[src/rtl/device_b_responder_if.sv]
// device_b_responder_if
//   Bundles the device-A to device-B transfer signals.
//   Handshake: four-phase request/acknowledge. Device A raises req_a with
//   data_in already stable and keeps both unchanged until ack_b is seen high.
//   It then drops req_a, and ack_b returns low before the next request may
//   start. hold is a local hold-off that is only honoured before a transfer
//   begins. data_valid pulses for one cycle when data_out is updated.
//   Signals:
//     req_a      A -> B  request, asynchronous to clk
//     data_in    A -> B  8-bit bundled data
//     hold       A -> B  synchronous hold-off
//     ack_b      B -> A  acknowledge
//     data_out   B -> A  last captured word
//     data_valid B -> A  one-cycle capture pulse
//     xfer_count B -> A  completed capture count (wraps)
//     err        B -> A  timeout error flag
//   Modports: master (device A / driver side), slave (responder).
interface device_b_responder_if;
  logic       req_a;
  logic [7:0] data_in;
  logic       hold;
  logic       ack_b;
  logic [7:0] data_out;
  logic       data_valid;
  logic [7:0] xfer_count;
  logic       err;

  modport master (
    output req_a, data_in, hold,
    input  ack_b, data_out, data_valid, xfer_count, err
  );

  modport slave (
    input  req_a, data_in, hold,
    output ack_b, data_out, data_valid, xfer_count, err
  );
endinterface

[src/rtl/device_b_responder.sv]
// device_b_responder
//   Receiving side of a four-phase req/ack transfer from an asynchronous
//   device A. The request passes through a 2-flop synchronizer. After
//   ACK_DELAY cycles of sustained request the word on data_in is captured
//   and ack_b is raised. If device A does not release the request within
//   TIMEOUT cycles, ack_b drops and the block parks in an error state until
//   the request goes low.
//   Ports:
//     clk        system clock, rising edge
//     reset      asynchronous active-high reset
//     bus        device_b_responder_if.slave (req_a, data_in, hold in;
//                ack_b, data_out, data_valid, xfer_count, err out)
//     state_dbg  current FSM state (0 IDLE, 1 WAIT, 2 ACK, 3 ERR)
//   Parameters:
//     ACK_DELAY  1..15, cycles from synchronized request to ack
//     TIMEOUT    1..255, cycles ack may stay high awaiting release
module device_b_responder #(
  parameter int ACK_DELAY = 4,
  parameter int TIMEOUT   = 255
) (
  input  logic                 clk,
  input  logic                 reset,
  device_b_responder_if.slave  bus,
  output logic [1:0]           state_dbg
);

  typedef enum logic [1:0] {
    S_IDLE = 2'd0,
    S_WAIT = 2'd1,
    S_ACK  = 2'd2,
    S_ERR  = 2'd3
  } state_t;

  localparam logic [3:0] DLY_LAST = 4'(ACK_DELAY - 1);
  localparam logic [7:0] TO_LAST  = 8'(TIMEOUT - 1);

  state_t     state;
  logic       req_s1;
  logic       req_s;
  logic [3:0] dly_cnt;
  logic [7:0] to_cnt;

  logic       ack_r;
  logic [7:0] data_r;
  logic       valid_r;
  logic [7:0] count_r;
  logic       err_r;

  // Two-flop synchronizer; only req_s is visible to the FSM.
  always_ff @(posedge clk or posedge reset) begin
    if (reset) begin
      req_s1 <= 1'b0;
      req_s  <= 1'b0;
    end else begin
      req_s1 <= bus.req_a;
      req_s  <= req_s1;
    end
  end

  // Control FSM with registered outputs. data_in is only sampled on the
  // WAIT->ACK edge, so data_out holds between captures.
  always_ff @(posedge clk or posedge reset) begin
    if (reset) begin
      state   <= S_IDLE;
      dly_cnt <= 4'd0;
      to_cnt  <= 8'd0;
      ack_r   <= 1'b0;
      data_r  <= 8'h00;
      valid_r <= 1'b0;
      count_r <= 8'd0;
      err_r   <= 1'b0;
    end else begin
      valid_r <= 1'b0;
      case (state)
        S_IDLE: begin
          // hold is only consulted here; it cannot affect a transfer
          // that has already started.
          if (req_s && !bus.hold) begin
            state   <= S_WAIT;
            dly_cnt <= 4'd0;
          end
        end

        S_WAIT: begin
          if (!req_s) begin
            // Request withdrawn before the delay elapsed: abort silently.
            state <= S_IDLE;
          end else if (dly_cnt == DLY_LAST) begin
            state   <= S_ACK;
            ack_r   <= 1'b1;
            data_r  <= bus.data_in;
            count_r <= count_r + 8'd1;
            valid_r <= 1'b1;
            to_cnt  <= 8'd0;
          end else begin
            dly_cnt <= dly_cnt + 4'd1;
          end
        end

        S_ACK: begin
          // Release is tested first so it wins over a coincident timeout.
          if (!req_s) begin
            state <= S_IDLE;
            ack_r <= 1'b0;
          end else if (to_cnt == TO_LAST) begin
            state <= S_ERR;
            ack_r <= 1'b0;
            err_r <= 1'b1;
          end else begin
            to_cnt <= to_cnt + 8'd1;
          end
        end

        S_ERR: begin
          // Leaving through IDLE guarantees req_s is seen low before any
          // new transfer can start.
          if (!req_s) begin
            state <= S_IDLE;
            err_r <= 1'b0;
          end
        end

        default: begin
          state <= S_IDLE;
          ack_r <= 1'b0;
          err_r <= 1'b0;
        end
      endcase
    end
  end

  assign bus.ack_b      = ack_r;
  assign bus.data_out   = data_r;
  assign bus.data_valid = valid_r;
  assign bus.xfer_count = count_r;
  assign bus.err        = err_r;
  assign state_dbg      = state;

endmodule

[src/flat_wrapper.sv]
// flat-port wrapper written by rule: the top's interface ports become plain ports
module device_b_responder_flat 
#(
  parameter int ACK_DELAY = 4,
  parameter int TIMEOUT   = 255
)
  (clk, reset, state_dbg, bus_req_a, bus_data_in, bus_hold, bus_ack_b, bus_data_out, bus_data_valid, bus_xfer_count, bus_err);
  device_b_responder_if bus_i ();
  input  logic clk;
  input  logic reset;
  output logic [1:0] state_dbg;
  input wire logic [$bits(bus_i.req_a)-1:0] bus_req_a;
  input wire logic [$bits(bus_i.data_in)-1:0] bus_data_in;
  input wire logic [$bits(bus_i.hold)-1:0] bus_hold;
  output wire logic [$bits(bus_i.ack_b)-1:0] bus_ack_b;
  output wire logic [$bits(bus_i.data_out)-1:0] bus_data_out;
  output wire logic [$bits(bus_i.data_valid)-1:0] bus_data_valid;
  output wire logic [$bits(bus_i.xfer_count)-1:0] bus_xfer_count;
  output wire logic [$bits(bus_i.err)-1:0] bus_err;
  assign bus_i.req_a = bus_req_a;
  assign bus_i.data_in = bus_data_in;
  assign bus_i.hold = bus_hold;
  assign bus_ack_b = bus_i.ack_b;
  assign bus_data_out = bus_i.data_out;
  assign bus_data_valid = bus_i.data_valid;
  assign bus_xfer_count = bus_i.xfer_count;
  assign bus_err = bus_i.err;
  device_b_responder #(.ACK_DELAY(ACK_DELAY), .TIMEOUT(TIMEOUT)) u_core (.clk(clk), .reset(reset), .bus(bus_i), .state_dbg(state_dbg));
endmodule
[config.mk]
export PLATFORM = sky130hd
export DESIGN_NAME = device_b_responder_flat
export DESIGN_NICKNAME = d
export VERILOG_FILES = /design/src/rtl/device_b_responder_if.sv /design/src/rtl/device_b_responder.sv /design/src/flat_wrapper.sv
export SDC_FILE = /design/constraint.sdc
export NUM_CORES = 1
export LEC_CHECK = 0
export CORE_MARGIN = 2
export CORE_UTILIZATION = 54
export CTS_CLUSTER_SIZE = 40
export DETAILED_ROUTE_END_ITERATION = 8
export HOLD_SLACK_MARGIN = 0.15
export PLACE_DENSITY = 0.83
export REMOVE_ABC_BUFFERS = 1
export SKIP_LAST_GASP = 1
export SYNTH_ARGS = -nofsm -noshare
export SYNTH_HDL_FRONTEND = slang
export SYNTH_SLANG_ARGS = --single-unit
export TNS_END_PERCENT = 1
[constraint.sdc]
create_clock -name clk -period 3.1 [get_ports clk]
set_input_delay 0.465 -clock clk [delete_from_list [all_inputs] [get_ports clk]]
set_output_delay 0.465 -clock clk [all_outputs]
set_load 0.03 [all_outputs]
==> metrics.txt, run 1 <==
TritonCTS clock tree yes; share of cells above drive strength 1 7.179%; placed cells 218; Cells after Synth about 160; CP Capture Type output port; Clk Latency, worst-skew pair approximately 0.35 ns; area share of the largest cell type after synthesis approximately 54%; Area Overhead vs Synth 27.19%; Crit Path Class register to output port; Worst path slowest cell clkdlybuf4s50_1; R2R depth 6; CP bufs+invs 1; Hold WS 0.3736 ns; gr ovfl total 0; DRT Wirelength around 3200 um; RSZ-0062 raised after global routing no; crit path DAT approximately 1.6 ns; hpwl dp between 2000 and 2500 um; Yosys reg bits 35; Overall Global Routing Usage between 20% and 30%; H-Tree Depth 2; P_leak between 0.9 and 1 nW; First-pass DRT Iterations 6; Layout Nets between 200 and 250; max-slew violation count 0; Post-CTS Hold Fix Bufs 0; GPL Wtd Cong around 0.80; Avg Inst Size Synth a little over 10 um^2; n_diodes 0; Post-CTS Resized 0; WL per Instance roughly 14 um; Critical Path Start Type register; maxcap violations 0; DR vias about 1300; R2R Setup Slk 1.13 ns; Power Dens Cells roughly 620 mW/mm^2; clock-pin slew on the worst setup and hold paths ~0.11 ns; crit path from u_core.state_dbg[0]$_DFFE_PP0P_; die width 58.69 um; Antenna Nets Post-Route 0; die area 0.003445 mm^2; Site Rows 19; post-CTS setup buffers 0; Port-buffer cells 32; Clock Tree Root clkbuf_4; largest net degree at the start of global routing 36; CTS max path bufs 2; crit path to state_dbg[0]; Yosys warning count 0; Worst slew margin about 70%; CP Depth 1; Max stage delay on crit path around 0.73 ns; non-filler cells, final approximately 230; CP max FO 10; violated checks DRC; Setup Skew between 0.01 and 0.015 ns; Min-Delay Path Class register to register; Max Freq 492.8 MHz; Remaining DRCs 1; first-pass GRT wire length 5761 um; register area share after synthesis between 50% and 60%; period utilization about 65%; # setup viols final 0; status finished, violations left; initial DRC count between 50 and 60; Power, Total approximately 1.3 mW; Largest delay share family, worst path buffers and inverters; Netlist cell types 37; # IOs 33; Final Hold Violating Endpoints 0; Starting Density 57.58%; Core ar. ~0.0028 mm^2; vias in the first global route roughly 1300; Post-Syn Area between 0.0015 and 0.002 mm^2; cell breakdown of the critical path clkdlybuf4s50_1; setup_tns 0 ns; Sink Count 35; worst flop-to-flop path startpoint u_core.dly_cnt[0]$_DFFE_PP0P_; die height just under 60 um; peak supply drop approximately 0.00044 V; reg2reg end u_core.bus.xfer_count[3]$_DFFE_PP0P_; synth top area cells dfrtp_1 54%, nand2_1 8.6%, xnor2_1 3.8%; Worst Tran Pin Value 0.4438 ns; area leader, netlist dfrtp_1; CP required 2.63 ns; Tmin final 2.029 ns; antenna violations before repair 0; Vias/cell between 5 and 6; CTS Buf Count 5; FILL cells roughly 200; final design utilization between 70% and 80%
==> final cells by class <==
cell class	count	area, um^2	share of cell area [%]
repair buffers	33	327.8	15.96
flip-flops and latches	35	875.8	42.63
well taps	31	38.79	1.888
clock buffers	5	37.54	1.827
clock inverters	3	43.79	2.132
multi-input cells	113	708.2	34.47
inverters	6	22.52	1.096
==> sequential cells by signal (all words and copies together) (netlist names) <==
register and flops:
u_core.bus.data_out 8, u_core.bus.xfer_count 8, u_core.to_cnt 8, u_core.dly_cnt 4
u_core.state_dbg 2, u_core.bus.ack_b 1, u_core.bus.data_valid 1, u_core.bus.err 1
u_core.req_s 1, u_core.req_s1 1
==> report_power, final <==
group	switching [mW]	leakage [nW]	internal [mW]
Combinational	0.202	0.436	0.152
Sequential	0.0597	0.446	0.527
Clock	0.154	0.0452	0.170
Total	0.416	0.927	0.848
==> synth_stat cells <==
cell type	number
nor2_1	5
or4b_1	2
o2bb2ai_1	2
dfrtp_1	35
a211oi_1	1
o41a_1	1
and2_1	1
o21ai_0	8
and4_1	2
o31ai_1	1
nor3_1	1
nand4_1	8
and3_1	3
ha_1	4
a21boi_4	1
nand3b_1	1
and4bb_4	1
a21boi_0	1
or4bb_1	1
buf_2	1
or2_2	1
nand3_1	3
nand2_1	37
a41oi_1	1
xnor2_1	7
clkbuf_1	1
and2b_2	1
a21oi_1	4
inv_1	6
or3_1	2
a21o_1	2
mux2i_1	2
nor4_1	1
xor2_1	2
nand2b_1	4
o41ai_1	1
nor3b_2	1
==> logic make-up (layout without fill, tap and decap cells) <==
kind of cell	count (synthesis)	after routing	synth area share (%)
flip-flops	35	35	54.22
multiplexers	2	2	1.239
AO/OA/AOI/OAI	23	23	10.07
buffers and inverters	8	47	1.936
XOR/XNOR	9	9	4.880
AND/OR/NAND/NOR	75	75	24.56
adder cells (fa/ha/maj)	4	4	3.098
==> metrics by stage <==
stage / setup WS, ns / instance area (um^2)
after floorplan: 1.270 / 1607
after global placement: 1.196 / 1973
after detailed placement: 1.116 / 1973
after CTS: 1.073 / 2054
after global routing: 0.9525 / 2054
final: 1.071 / 2054
==> worst min path at each step <==
stage,from,end,depth (start not counted)
after floorplan,u_core.req_s1$_DFF_PP0_,u_core.req_s$_DFF_PP0_,0
after global placement,u_core.req_s1$_DFF_PP0_,u_core.req_s$_DFF_PP0_,0
after detailed placement,u_core.req_s1$_DFF_PP0_,u_core.req_s$_DFF_PP0_,0
after CTS,u_core.req_s1$_DFF_PP0_,u_core.req_s$_DFF_PP0_,0
after global routing,u_core.req_s1$_DFF_PP0_,u_core.req_s$_DFF_PP0_,0
final,u_core.req_s1$_DFF_PP0_,u_core.req_s$_DFF_PP0_,0
==> metal layers <==
layer  vias up  part of all wire (%)  global-route usage [%]
met1       616                    43                   29.03
li1        618                     -                       -
met5         -                     0                       0
met3         7                   6.7                   7.692
met4         0                   2.0                   7.792
met2        37                    48                   34.51
==> layout by cell type, fill, tap and decap left out, drive strengths merged, types with 2 or more instances in the layout <==
cell / Yosys / final
a21o: 2 / 2
dfrtp: 35 / 35
o2bb2ai: 2 / 2
ha: 4 / 4
or3: 2 / 2
and4: 2 / 2
clkbuf: 1 / 5
a21boi: 2 / 2
clkinv: 0 / 2
mux2i: 2 / 2
xnor2: 7 / 7
or4b: 2 / 2
clkdlybuf4s50: 0 / 32
nand4: 8 / 8
nand3: 3 / 3
a21oi: 4 / 4
and3: 3 / 3
o21ai: 8 / 8
nand2: 37 / 37
xor2: 2 / 2
nand2b: 4 / 4
inv: 6 / 6
nor2: 5 / 5
Note: power is estimated with default switching activity, not from simulation.
==> run 2, diff against run 1 <==
--- a/config.mk
+++ b/config.mk
@@ -6,11 +6,11 @@
 export NUM_CORES = 1
 export LEC_CHECK = 0
 export CORE_MARGIN = 2
-export CORE_UTILIZATION = 54
+export CORE_UTILIZATION = 45
 export CTS_CLUSTER_SIZE = 40
 export DETAILED_ROUTE_END_ITERATION = 8
 export HOLD_SLACK_MARGIN = 0.15
-export PLACE_DENSITY = 0.83
+export PLACE_DENSITY = 0.74
 export REMOVE_ABC_BUFFERS = 1
 export SKIP_LAST_GASP = 1
 export SYNTH_ARGS = -nofsm -noshare
==> constraint.sdc (replaced) <==
create_clock -name clk -period 1.7 [get_ports clk]
set_input_delay 0.255 -clock clk [delete_from_list [all_inputs] [get_ports clk]]
set_output_delay 0.255 -clock clk [all_outputs]
set_load 0.03 [all_outputs]
==> run 2 against run 1 <==
Compared with the run above:
- the flow finishes with violations (setup timing)
- global-route usage shrank 3.9 points
- power is 71% higher
- sequential power grew 81%
- clock skew fell by 0.0014 ns
- die area rose by 19%
- wire length is 0.15% higher
- utilization down 12 points
- critical path type unchanged
- largest cell class unchanged
==> metrics.txt, run 2 (synthesized netlist as in run 1, its figures left out) <==
status finished, violations left; violated checks setup timing; FF/Latch Area 875.8 um^2 (unchanged); met3 wire length 214 um (-0.93%); # setup viols final 5 (+5); CP required 1.44 ns (-1.19 ns); CTS Buf Count 5 (unchanged); Starting Density 47.66% (-9.9 points); maxcap violations 0 (unchanged); Clock Tree Root clkbuf_4; Min-Delay Path Class input pin to asynchronous set/reset pin; cell breakdown of the critical path clkdlybuf4s50_1; RSZ-0062 raised after global routing yes; final design utilization 61.72% (-12 points); CTS max path bufs 2 (unchanged); Layout Nets 216 (+2.9%); placed cells 239 (+9.6%); Crit Path Class register to output port; WL per Instance 13.09 um (-8.4%); antenna violations before repair 0 (unchanged); Tmin final between 1.5 and 2 ns; CP Capture Type output port; hpwl dp 2381 um (-0.64%); Setup Skew 0.01051 ns (-0.001396 ns); Core ar. 0.003390 mm^2 (+21%); Vias/cell 5.255 (-7.1%); P_leak 0.9602 nW (+3.5%); post-CTS setup buffers 0 (unchanged); H-Tree Depth 2 (unchanged); Seq pwr share 48.8% (+2.4 points); Post-CTS Hold Fix Bufs 0 (unchanged); worst flop-to-flop path startpoint u_core.dly_cnt[0]$_DFFE_PP0P_; share of cells above drive strength 1 9.453% (+2.3 points); Power Dens Cells 1034 mW/mm^2 (+68%); Site Rows 21 (+2); die width 63.91 um (+8.9%); switching power 0.7568 mW (+82%); multi-input logic area 708.2 um^2 (unchanged); Finished Cell Area 0.002092 mm^2 (+1.8%); R2R depth 5 (-1); routed wl met2 1556 um (+0.65%); Hold WS 0.2981 ns (-0.07548 ns); Area Overhead vs Synth 29.51%; FILL cells 299 (+48%); crit path DAT 1.51 ns (-0.05 ns); First-pass DRT Iterations 4 (-2); initial DRC count 65 (+23%); Worst slew margin 69.99% (-0.35 points); Remaining DRCs 0 (-1); logic gate share of total power 30.5% (+2.5 points); vias in the first global route 1259 (-5.4%); dpl cell area 0.002037 mm^2 (+3.2%); n_diodes 0 (unchanged); Worst path slowest cell clkdlybuf4s50_1; # IOs 33 (unchanged); Post-CTS Resized 1 (+1); largest net degree at the start of global routing 36 (unchanged); Max Freq 565.7 MHz; commonest non-fill, non-tap cells in the layout 37 x nand2_1, 35 x dfrtp_1, 30 x clkdlybuf4s50_1; met1 WL 1426 um (+1.9%); worst setup margin -0.06761 ns (-1.138 ns); clock-pin slew on the worst setup and hold paths 0.11 ns (about the same); Critical Path Start Type register; Largest delay share family, worst path buffers and inverters; non-filler cells, final 247 (+9.3%); die area 0.004084 mm^2 (+19%); Max stage delay on crit path 0.71 ns (-0.02 ns); setup_tns -0.1804 ns (-0.1804 ns); Port-buffer cells 32 (unchanged); period utilization 104.0%; total internal power 1.406 mW (+66%); TritonCTS clock tree yes; Net Sw Frac 35.00% (+2.1 points); Worst Tran Pin Value 0.4481 ns (+0.004332 ns); max-slew violation count 0 (unchanged); crit path from u_core.bus.xfer_count[0]$_DFFE_PP0P_; DR vias 1298 (+1.6%); R2R Setup Slk 0.02 ns (-1.11 ns); Sink Count 35 (unchanged); commonest non-fill, non-tap cell in the layout nand2_1; CP Depth 1 (unchanged); CP max FO 6 (-4); GPL Wtd Cong 0.8760 (+10%); Antenna Nets Post-Route 0 (unchanged); Clk Latency, worst-skew pair 0.34 ns (about the same); CP bufs+invs 1 (unchanged); clock power share 20.7% (-4.9 points); Max Used Layer met4; first-pass GRT wire length 5775 um (+0.24%); Overall Global Routing Usage 18.29% (-3.9 points); die height 63.91 um (+8.9%); gr ovfl total 0 (unchanged); peak supply drop 0.0005426 V (+24%); Final Hold Violating Endpoints 0 (unchanged); DRT Wirelength 3232 um (+0.15%)
==> run 2: power groups by stage <==
| stage | Combinational (mW) | Clock [mW] | Sequential, mW |
|---|---|---|---|
| floorplan | 0.149 | 0 | 1.28 |
| global placement | 0.658 | 0 | 1.06 |
| detailed placement | 0.670 | 0 | 1.07 |
| CTS | 0.670 | 0.468 | 1.06 |
| global route | 0.723 | 0.504 | 1.07 |
| finish | 0.660 | 0.447 | 1.06 |
==> run 2: metrics by stage <==
stage          setup slack, ns  power, mW
4_1_cts               -0.09390      2.197
3_3_place_gp           0.07753      1.723
3_5_place_dp           0.03659      1.743
2_1_floorplan          -0.1297      1.427
6_report              -0.06761      2.162
5_1_grt                -0.1352      2.300
==> run 2: worst paths after layout <==
kind	to
max in group asynchronous	u_core.to_cnt[1]$_DFFE_PP0P_
worst min register to register	u_core.req_s$_DFF_PP0_
min in group clk	u_core.req_s1$_DFF_PP0_
worst max-delay path	bus_xfer_count[0]
worst max register to register	u_core.to_cnt[7]$_DFFE_PP0P_
worst min-delay path	u_core.bus.data_out[3]$_DFFE_PP0P_
==> run 2: layout make-up <==
class,count,share of cell area [%]
well taps,46,2.751
clock inverters,2,0.5981
clock buffers,6,1.974
multi-input cells,113,33.85
flip-flops and latches,35,41.87
repair buffers,39,17.88
inverters,6,1.077
==> run 2: routing by layer <==
metal,vias up,track usage (%)
met5,-,0
met4,0,7.337
met3,6,6.162
met2,37,29.04
met1,617,22.89
li1,638,-
==> run 3, diff against run 2 <==
--- a/config.mk
+++ b/config.mk
@@ -6,11 +6,13 @@
 export NUM_CORES = 1
 export LEC_CHECK = 0
 export CORE_MARGIN = 2
-export CORE_UTILIZATION = 45
+export CORE_UTILIZATION = 55
+export CTS_CLUSTER_DIAMETER = 150
 export CTS_CLUSTER_SIZE = 40
 export DETAILED_ROUTE_END_ITERATION = 8
+export DONT_BUFFER_PORTS = 1
 export HOLD_SLACK_MARGIN = 0.15
-export PLACE_DENSITY = 0.74
+export PLACE_DENSITY = 0.73
 export REMOVE_ABC_BUFFERS = 1
 export SKIP_LAST_GASP = 1
 export SYNTH_ARGS = -nofsm -noshare
==> run 3 against run 2 <==
Compared with the run above:
- the run now ends clean
- worst setup slack gained 0.096 ns
- sequential share of layout area grew 3.2 points
- non-clock buffer count shrank 15
- final area shrank 7.1%
- via count shrank 2.8%
- critical path depth grew 4
- first-iteration DRC count shrank 4.6%
- critical path type is now register to register
==> metrics.txt, run 3 (synthesized netlist as in run 1, its figures left out) <==
antenna violations before repair 0 (unchanged); Area Overhead vs Synth 20.37%; Sink Count 35 (unchanged); n_diodes 0 (unchanged); switching power 0.7611 mW (+0.57%); Worst Tran Pin Value 0.4269 ns (-0.02122 ns); vias in the first global route 1203 (-4.4%); Clock Tree Root clkbuf_4; Max Freq 598.3 MHz (+5.8%); Setup Skew 0.008538 ns (-0.001968 ns); CP Depth 5 (+4); R2R depth 5 (unchanged); share of cells above drive strength 1 17.20% (+7.8 points); peak supply drop 0.001258 V (+130%); Crit Path Class register to register; RSZ-0062 raised after global routing yes; die area 0.003387 mm^2 (-17%); Core ar. 0.002781 mm^2 (-18%); Seq pwr share 64.2% (+15 points); gr ovfl total 0 (unchanged); Clk Latency, worst-skew pair 0.35 ns (about the same); period utilization 98.31% (-5.7 points); logic gate share of total power 13.1% (-17 points); GRT Max-Usage Layer met2; CTS max path bufs 2 (unchanged); commonest non-fill, non-tap cells in the layout 37 x nand2_1, 35 x dfrtp_1, 13 x buf_4; die height 58.20 um (-8.9%); P_leak 0.9131 nW (-4.9%); placed cells 194 (-19%); hold depth 3; CP required 1.98 ns (+0.54 ns); DR vias 1262 (-2.8%); WL per Instance 15.54 um (+19%); Largest delay share family, worst path simple AND/OR/NAND/NOR gates; hpwl dp 2241 um (-5.9%); met3 GRT Util 8.929% (+2.8 points); Layout Nets 201 (-6.9%); clock power share 22.7% (+2.0 points); status finished, final reports clean; Worst slew margin 71.54% (+1.5 points); Net Sw Frac 38.05% (+3.1 points); # setup viols final 0 (-5); CP Capture Type register; Site Rows 19 (-9.5%); Remaining DRCs 0 (unchanged); Min-Delay Path Class input pin to register; First-pass DRT Iterations 4 (unchanged); Final Hold Violating Endpoints 0 (unchanged); Critical Path Start Type register; CP bufs+invs 0 (-1); Hold WS 0.2379 ns (-0.06014 ns); cell breakdown of the critical path ha_2 -> and4bb_4 -> a21boi_4 -> or4b_1 -> a21oi_2; Overall Global Routing Usage 21.97% (+3.7 points); # IOs 33 (unchanged); maxcap violations 0 (unchanged); final design utilization 69.91% (+8.2 points); GR Layer Usage met1 27.39% (+4.5 points); non-filler cells, final 217 (-12%); CP max FO 9 (+3); FILL cells 199 (-33%); Vias/cell 5.816 (+11%); first-pass GRT wire length 5409 um (-6.3%); clock-pin slew on the worst setup and hold paths 0.11 ns (about the same); Port-buffer cells 0 (-100%); GPL Wtd Cong 0.7937 (-9.4%); max-slew violation count 0 (unchanged); setup_tns 0 ns (+0.1804 ns); total internal power 1.239 mW (-12%); crit path DAT 1.95 ns (+0.44 ns); die width 58.20 um (-8.9%); Tmin final 1.671 ns (-0.09631 ns); largest net degree at the start of global routing 36 (unchanged); DRT Wirelength 3372 um (+4.3%); commonest non-fill, non-tap cell in the layout nand2_1; Power Dens Cells 1029 mW/mm^2 (-0.47%); Starting Density 58.07% (+10 points); global-route met2 utilization 33.60% (+4.6 points); TritonCTS clock tree yes; Worst path slowest cell or4b_1; Antenna Nets Post-Route 0 (unchanged); H-Tree Depth 2 (unchanged); CTS Buf Count 5 (unchanged); Max stage delay on crit path 0.52 ns (-0.19 ns); initial DRC count 62 (-4.6%)
run 3: worst min-delay path: cells and delay by family:
| family | cells | cell delay, ns |
|---|---|---|
| AND/OR/NAND/NOR | 2 | 0.20 |
| AO/OA/AOI/OAI | 1 | 0.09 |
run 3: power by group through the flow:
stage / clock network [mW] / logic (mW) / registers (mW)
finish: 0.454 / 0.263 / 1.28
global route: 0.504 / 0.301 / 1.30
CTS: 0.467 / 0.235 / 1.28
detailed placement: 0 / 0.213 / 1.30
global placement: 0 / 0.199 / 1.29
floorplan: 0 / 0.149 / 1.28
run 3: area by class of cell:
class | instances | area (um^2) | area share, %
Clock inverter | 3 | 20.02 | 1.030
Timing Repair Buffer | 24 | 207.7 | 10.68
Tap cell | 31 | 38.79 | 1.995
Multi-Input combinational cell | 113 | 742.0 | 38.16
Sequential cell | 35 | 875.8 | 45.05
Inverter | 6 | 22.52 | 1.158
Clock buffer | 5 | 37.54 | 1.931
run 3: path summary, 6_finish.rpt:
check                           slack (ns)                                   end                           from
min in group asynchronous             0.44               u_core.req_s1$_DFF_PP0_                          reset
max in group asynchronous             0.95  u_core.bus.xfer_count[1]$_DFFE_PP0P_                          reset
worst min-delay path                  0.24       u_core.state_dbg[0]$_DFFE_PP0P_                       bus_hold
worst min register to register        0.38                u_core.req_s$_DFF_PP0_        u_core.req_s1$_DFF_PP0_
worst max register to register        0.03          u_core.to_cnt[7]$_DFFE_PP0P_  u_core.dly_cnt[1]$_DFFE_PP0P_
worst max-delay path                  0.03          u_core.to_cnt[7]$_DFFE_PP0P_  u_core.dly_cnt[1]$_DFFE_PP0P_
run 3: timing repair:
item,in CTS,in global routing
hold buffers,11,0
pin swaps,0,3
gates resized for setup,0,9
endpoints found under the setup margin,1,7
setup buffers,1,3
hold endpoints to repair,46,0
run 3: metrics by stage:
step,total power [mW],instance area [um^2],worst slack (ns)
after floorplan,1.427,1607,-0.1297
after global placement,1.493,1713,0.08266
after detailed placement,1.508,1713,0.02742
after CTS,1.981,1888,0.007515
after global routing,2.107,1944,-0.02540
final,2.000,1944,0.02870
run 3: per-layer routing:
metal / vias to the layer above / wire length (um)
li1: 607 / -
met1: 609 / 1399
met2: 40 / 1707
met3: 6 / 214
met4: 0 / 51
met5: - / 0
